<file path="src/rtl/seg_display_driver.sv">
// Purpose: 8-digit hex 7-segment scan driver with a one-deep pending buffer swapped in at frame wrap.
// Latency: anode/segments/frame_done are registered, one cycle after the anodeCounter that selects them.
// Backpressure: load_ready drops while a value is pending; a load offered while it is low is dropped.
module seg_display_driver (
  input  logic        clk,
  input  logic        reset,
  input  logic [2:0]  anodeCounter,
  input  logic [31:0] data_in,
  input  logic        load,
  output logic        load_ready,
  input  logic        blank_lz,
  output logic [7:0]  anode,
  output logic [6:0]  segments,
  output logic        dp,
  output logic        frame_done
);

  // Display / pending state
  logic [31:0] disp_q, disp_d;
  logic [31:0] pend_q, pend_d;
  logic        pend_vld_q, pend_vld_d;
  logic [2:0]  prev_idx_q, prev_idx_d;

  // Registered outputs
  logic [7:0]  anode_q, anode_d;
  logic [6:0]  seg_q, seg_d;
  logic        frame_done_q, frame_done_d;

  // Internal combinational terms
  logic        wrap;
  logic        accept;
  logic [3:0]  nib;
  logic [31:0] upper;
  logic        blank;

  // Active-low {g,f,e,d,c,b,a} pattern for one hex nibble.
  function automatic logic [6:0] hex7(input logic [3:0] n);
    logic [6:0] s;
    case (n)
      4'h0: s = 7'h40;
      4'h1: s = 7'h79;
      4'h2: s = 7'h24;
      4'h3: s = 7'h30;
      4'h4: s = 7'h19;
      4'h5: s = 7'h12;
      4'h6: s = 7'h02;
      4'h7: s = 7'h78;
      4'h8: s = 7'h00;
      4'h9: s = 7'h10;
      4'hA: s = 7'h08;
      4'hB: s = 7'h03;
      4'hC: s = 7'h46;
      4'hD: s = 7'h21;
      4'hE: s = 7'h06;
      default: s = 7'h0E;
    endcase
    return s;
  endfunction

  // Frame wrap, load handshake and digit selection/blanking from the current (pre-update) display value.
  always_comb begin
    wrap       = (prev_idx_q == 3'd7) && (anodeCounter == 3'd0);
    load_ready = !pend_vld_q && !reset;
    accept     = load && load_ready;
    nib        = disp_q[{anodeCounter, 2'b00} +: 4];
    // Everything from the selected digit upwards; zero means this digit is a leading zero.
    upper      = disp_q >> {anodeCounter, 2'b00};
    blank      = blank_lz && (anodeCounter != 3'd0) && (upper == 32'd0);
  end

  // Next-state for the display/pending buffer pair.
  always_comb begin
    disp_d     = disp_q;
    pend_d     = pend_q;
    pend_vld_d = pend_vld_q;
    prev_idx_d = anodeCounter;
    // A wrap with a pending value promotes it; accept can only be true when nothing is pending,
    // so the two branches never collide and a load during a promoting wrap is dropped.
    if (wrap && pend_vld_q) begin
      disp_d     = pend_q;
      pend_vld_d = 1'b0;
    end else if (accept) begin
      pend_d     = data_in;
      pend_vld_d = 1'b1;
    end
  end

  // Next-state for the registered display outputs.
  always_comb begin
    anode_d      = ~(8'b1 << anodeCounter);
    seg_d        = blank ? 7'h7F : hex7(nib);
    frame_done_d = wrap;
  end

  // State and output registers; reset discards any pending value and blanks the display.
  always_ff @(posedge clk) begin
    if (reset) begin
      disp_q       <= 32'd0;
      pend_q       <= 32'd0;
      pend_vld_q   <= 1'b0;
      prev_idx_q   <= 3'd0;
      anode_q      <= 8'hFF;
      seg_q        <= 7'h7F;
      frame_done_q <= 1'b0;
    end else begin
      disp_q       <= disp_d;
      pend_q       <= pend_d;
      pend_vld_q   <= pend_vld_d;
      prev_idx_q   <= prev_idx_d;
      anode_q      <= anode_d;
      seg_q        <= seg_d;
      frame_done_q <= frame_done_d;
    end
  end

  assign anode      = anode_q;
  assign segments   = seg_q;
  assign frame_done = frame_done_q;
  // Decimal point is never used.
  assign dp         = 1'b1;

endmodule
</file>
<file path="config.mk">
export PLATFORM = sky130hd
export DESIGN_NAME = seg_display_driver
export DESIGN_NICKNAME = d
export VERILOG_FILES = /design/src/rtl/seg_display_driver.sv
export SDC_FILE = /design/constraint.sdc
export NUM_CORES = 1
export LEC_CHECK = 0
export BUFFER_PORTS_ARGS = -buffer_cell sky130_fd_sc_hd__buf_2
export CORE_UTILIZATION = 49
export DETAILED_ROUTE_END_ITERATION = 10
export GPL_TIMING_DRIVEN = 0
export PLACE_DENSITY = 0.68
export SKIP_LAST_GASP = 1
export SYNTH_ARGS = -nofsm -noshare
export SYNTH_HDL_FRONTEND = slang
export SYNTH_SLANG_ARGS = --single-unit
</file>
<file path="constraint.sdc">
create_clock -name clk -period 4.1 [get_ports clk]
set_clock_uncertainty 0.2 [all_clocks]
set_input_delay 0.82 -clock clk [delete_from_list [all_inputs] [get_ports clk]]
set_output_delay 0.82 -clock clk [all_outputs]
set_load 0.05 [all_outputs]
</file>
==> flow_metrics.env <==
export IMPL_postRouteAntennaNets=0
export IMPL_rsz0062_at_grt="no"
export IMPL_syn_to_final_growth_pct=16.3
export IMPL_clk_pin_slew_worst_paths_ns=0.09
export IMPL_vias_per_cell=5.31
export IMPL_fin_crit_sh_pct=77.3
export IMPL_vias=3207
export IMPL_hold_start="pend_q[1]"
export IMPL_post_cts_buffers=0
export IMPL_grt_first_pass_wirelength_microns=13900
export IMPL_tightest_slew_ns=0.572
export IMPL_drv_slew=0
export IMPL_clock_sinks=84
export IMPL_port_buffers=54
export IMPL_critPathKind="primary input to flip-flop"
export IMPL_cp_data_required_time_ns=4.20
export IMPL_fp_dieW_microns=88.8
export IMPL_r2r_end="segments[1]"
export IMPL_synthDistinctLibCells=45
export IMPL_ys_ff_latch=84
export IMPL_crit_path_start="anodeCounter[0]"
export IMPL_start_kind="primary input"
export IMPL_start_util_pct=50.9
export IMPL_avgSynthCellArea_sq_um=8.49
export IMPL_insertion_delay_ns=0.36
export IMPL_hpwl_microns=6270
export IMPL_ir_worst_vdd_uv=286
export IMPL_drive_gt1_share_pct=18.0
export IMPL_hold_violations=0
export IMPL_critPathCapture="segments[1]"
export IMPL_cts_buffers=9
export IMPL_placed_cells=588
export IMPL_finalHoldWorstSlack_ns=0.258
export IMPL_fmaxAchievable_mhz=315
export IMPL_arrival_ns=3.27
export IMPL_finalSetupTns_ns=0
export IMPL_coreArea_sq_um=7250
export IMPL_grtUsageTotal_pct=23.0
export IMPL_slew_headroom_pct=61.9
export IMPL_antenna_cells=0
export IMPL_post_route_min_period_ns=3.17
export IMPL_clock_root_buffer="clkbuf_8"
export IMPL_synth_net_count=479
export IMPL_dieArea_sq_um=7890
export IMPL_fill_cells=710
export IMPL_status="finished clean"
export IMPL_synthCells=435
export IMPL_ys_seq_area_share_pct=45.5
export IMPL_finalPower_mw=1.62
export IMPL_antenna_found_initial=0
export IMPL_r2r_cells=8
export IMPL_r2r_start="disp_q[29]"
export IMPL_ctsHoldBuffers=0
export IMPL_critPathMaxFanout=10
export IMPL_gp_congestion=0.904
export IMPL_die_y_microns=88.8
export IMPL_drt_pass1_iter_count=5
export IMPL_htreeDepth=3
export IMPL_stdcell_count=604
export IMPL_num_io_pins=57
export IMPL_post_drt_wl_per_cell_microns=13.9
export IMPL_tritoncts="done"
export IMPL_cp_end_kind="flip-flop"
export IMPL_clockBufferDepth=2
export IMPL_hp_class="flip-flop to flip-flop"
export IMPL_final_seq_area_sq_um=1680
export IMPL_grt_start_max_net_pins=17
export IMPL_yosysWarnings=0
export IMPL_grt_pass1_vias=2964
export IMPL_post_cts_resized=0
export IMPL_overflow=0
export IMPL_drc=0
export IMPL_setup_viol=0
export IMPL_multi_input_area_sq_um=1830
export IMPL_r2r_slack_ns=1.33
export IMPL_leakagePower_nw=1.63
export IMPL_maxCapViolations=0
export IMPL_rows=31
export IMPL_fin_nets=544
export IMPL_drtIter0Drc=223
export IMPL_syn_area_sq_um=3690
export IMPL_power_density_nw_per_um2=377
export IMPL_wirelength_microns=8380
[synthesized netlist by cell type, drive strengths merged]
library cell | count | area share [%]
nor4 | 7 | 1.2
mux4 | 8 | 5.2
a32oi | 1 | 0.24
mux2 | 2 | 0.61
nor2 | 16 | 1.6
inv | 5 | 0.51
nand2b | 32 | 5.4
nor3 | 10 | 1.4
o22ai | 4 | 0.68
a22oi | 1 | 0.20
and2 | 3 | 0.54
o2111ai | 1 | 0.24
a21oi | 34 | 4.6
a22o | 1 | 0.24
and2b | 2 | 0.44
clkbuf | 23 | 2.3
a211o | 1 | 0.24
ha | 5 | 1.7
conb | 1 | 0.10
a41oi | 1 | 0.24
a2111o | 2 | 0.61
o21a | 1 | 0.20
and4 | 1 | 0.24
nand3 | 2 | 0.27
a211oi | 2 | 0.41
o21ai | 39 | 5.3
or3 | 4 | 0.68
a311oi | 1 | 0.24
nand2 | 110 | 11
o32ai | 2 | 0.47
nor3b | 2 | 0.41
o211ai | 1 | 0.20
dfxtp | 84 | 46
buf | 9 | 2.0
nor2b | 6 | 1.0
a221oi | 1 | 0.24
mux2i | 10 | 3.4
[layout make-up]
class                   count  area share, %
plain buffers              32           3.73
clock buffers               9           2.88
clock inverters             7           1.95
inverters                   5          0.437
multi-input cells         314           42.7
flip-flops and latches     84           39.1
well taps                  99           2.88
repair buffers             54           6.29
[worst min path at each step]
stage,end,slack (ns),depth (start not counted)
2_1_floorplan,disp_q[0],0.23,2
3_3_place_gp,disp_q[15],0.24,2
3_5_place_dp,disp_q[13],0.25,2
4_1_cts,disp_q[1],0.26,2
5_1_grt,disp_q[1],0.27,2
6_report,disp_q[1],0.26,2
[layout by cell type, fill, tap and decap left out, drive strengths merged, types with 2 or more instances in the layout]
cell / n
and2: 3
nor2: 16
inv: 7
mux4: 8
or3: 4
clkinv: 3
buf: 63
o32ai: 2
nor2b: 6
nand2b: 32
mux2i: 10
nor3b: 2
a211oi: 2
a21oi: 34
ha: 5
nand3: 2
dfxtp: 84
nor3: 10
nand2: 110
a2111o: 2
mux2: 2
and2b: 2
o22ai: 4
nor4: 7
o21ai: 39
clkbuf: 32
[state kept, by name (all words and copies together) (netlist names)]
signal and count:
pend_vld_q 1, prev_idx_q 3, anode 8, pend_q 32, frame_done 1, segments 7
disp_q 32
[metal layers]
metal / GRT usage (%) / wire (microns)
met5: 0 / 0
met4: 7.18 / 118
met3: 5.04 / 399
met2: 37.4 / 3960
met1: 30.6 / 3900
[critical path: stages]
cell       delay, ns
buf_6           0.13
buf_6           0.17
mux4_2          0.55
mux2i_1         0.36
ha_1            0.30
nand2_1         0.09
nor3_1          0.15
o2111ai_1       0.17
nor2_1          0.36
or3_1           0.17
[kinds of logic (layout without fill, tap and decap cells)]
| family | after synthesis | count (layout) | share of synthesized area [%] |
|---|---|---|---|
| other | 1 | 1 | 0.101 |
| adder cells (fa/ha/maj) | 5 | 5 | 1.69 |
| AND/OR/NAND/NOR | 195 | 195 | 24.3 |
| AO/OA/AOI/OAI | 93 | 93 | 14.3 |
| flip-flops | 84 | 84 | 45.5 |
| multiplexers | 20 | 20 | 9.18 |
| buffers and inverters | 37 | 107 | 4.84 |
[where the power goes]
| part | internal [mW] | switching, mW | total [mW] |
|---|---|---|---|
| Combinational | 0.0549 | 0.0936 | 0.148 |
| Clock | 0.291 | 0.319 | 0.610 |
| Sequential | 0.846 | 0.0136 | 0.860 |
[stage by stage]
step	setup WS (ns)	instance area (sq um)	utilization [%]
floorplan	0.961	3690	-
global placement	0.636	4090	56.4
detailed placement	0.610	4090	56.4
CTS	0.984	4300	59.2
global route	0.779	4300	59.2
finish	0.930	4300	59.2
(Power assumes the default switching activity.)
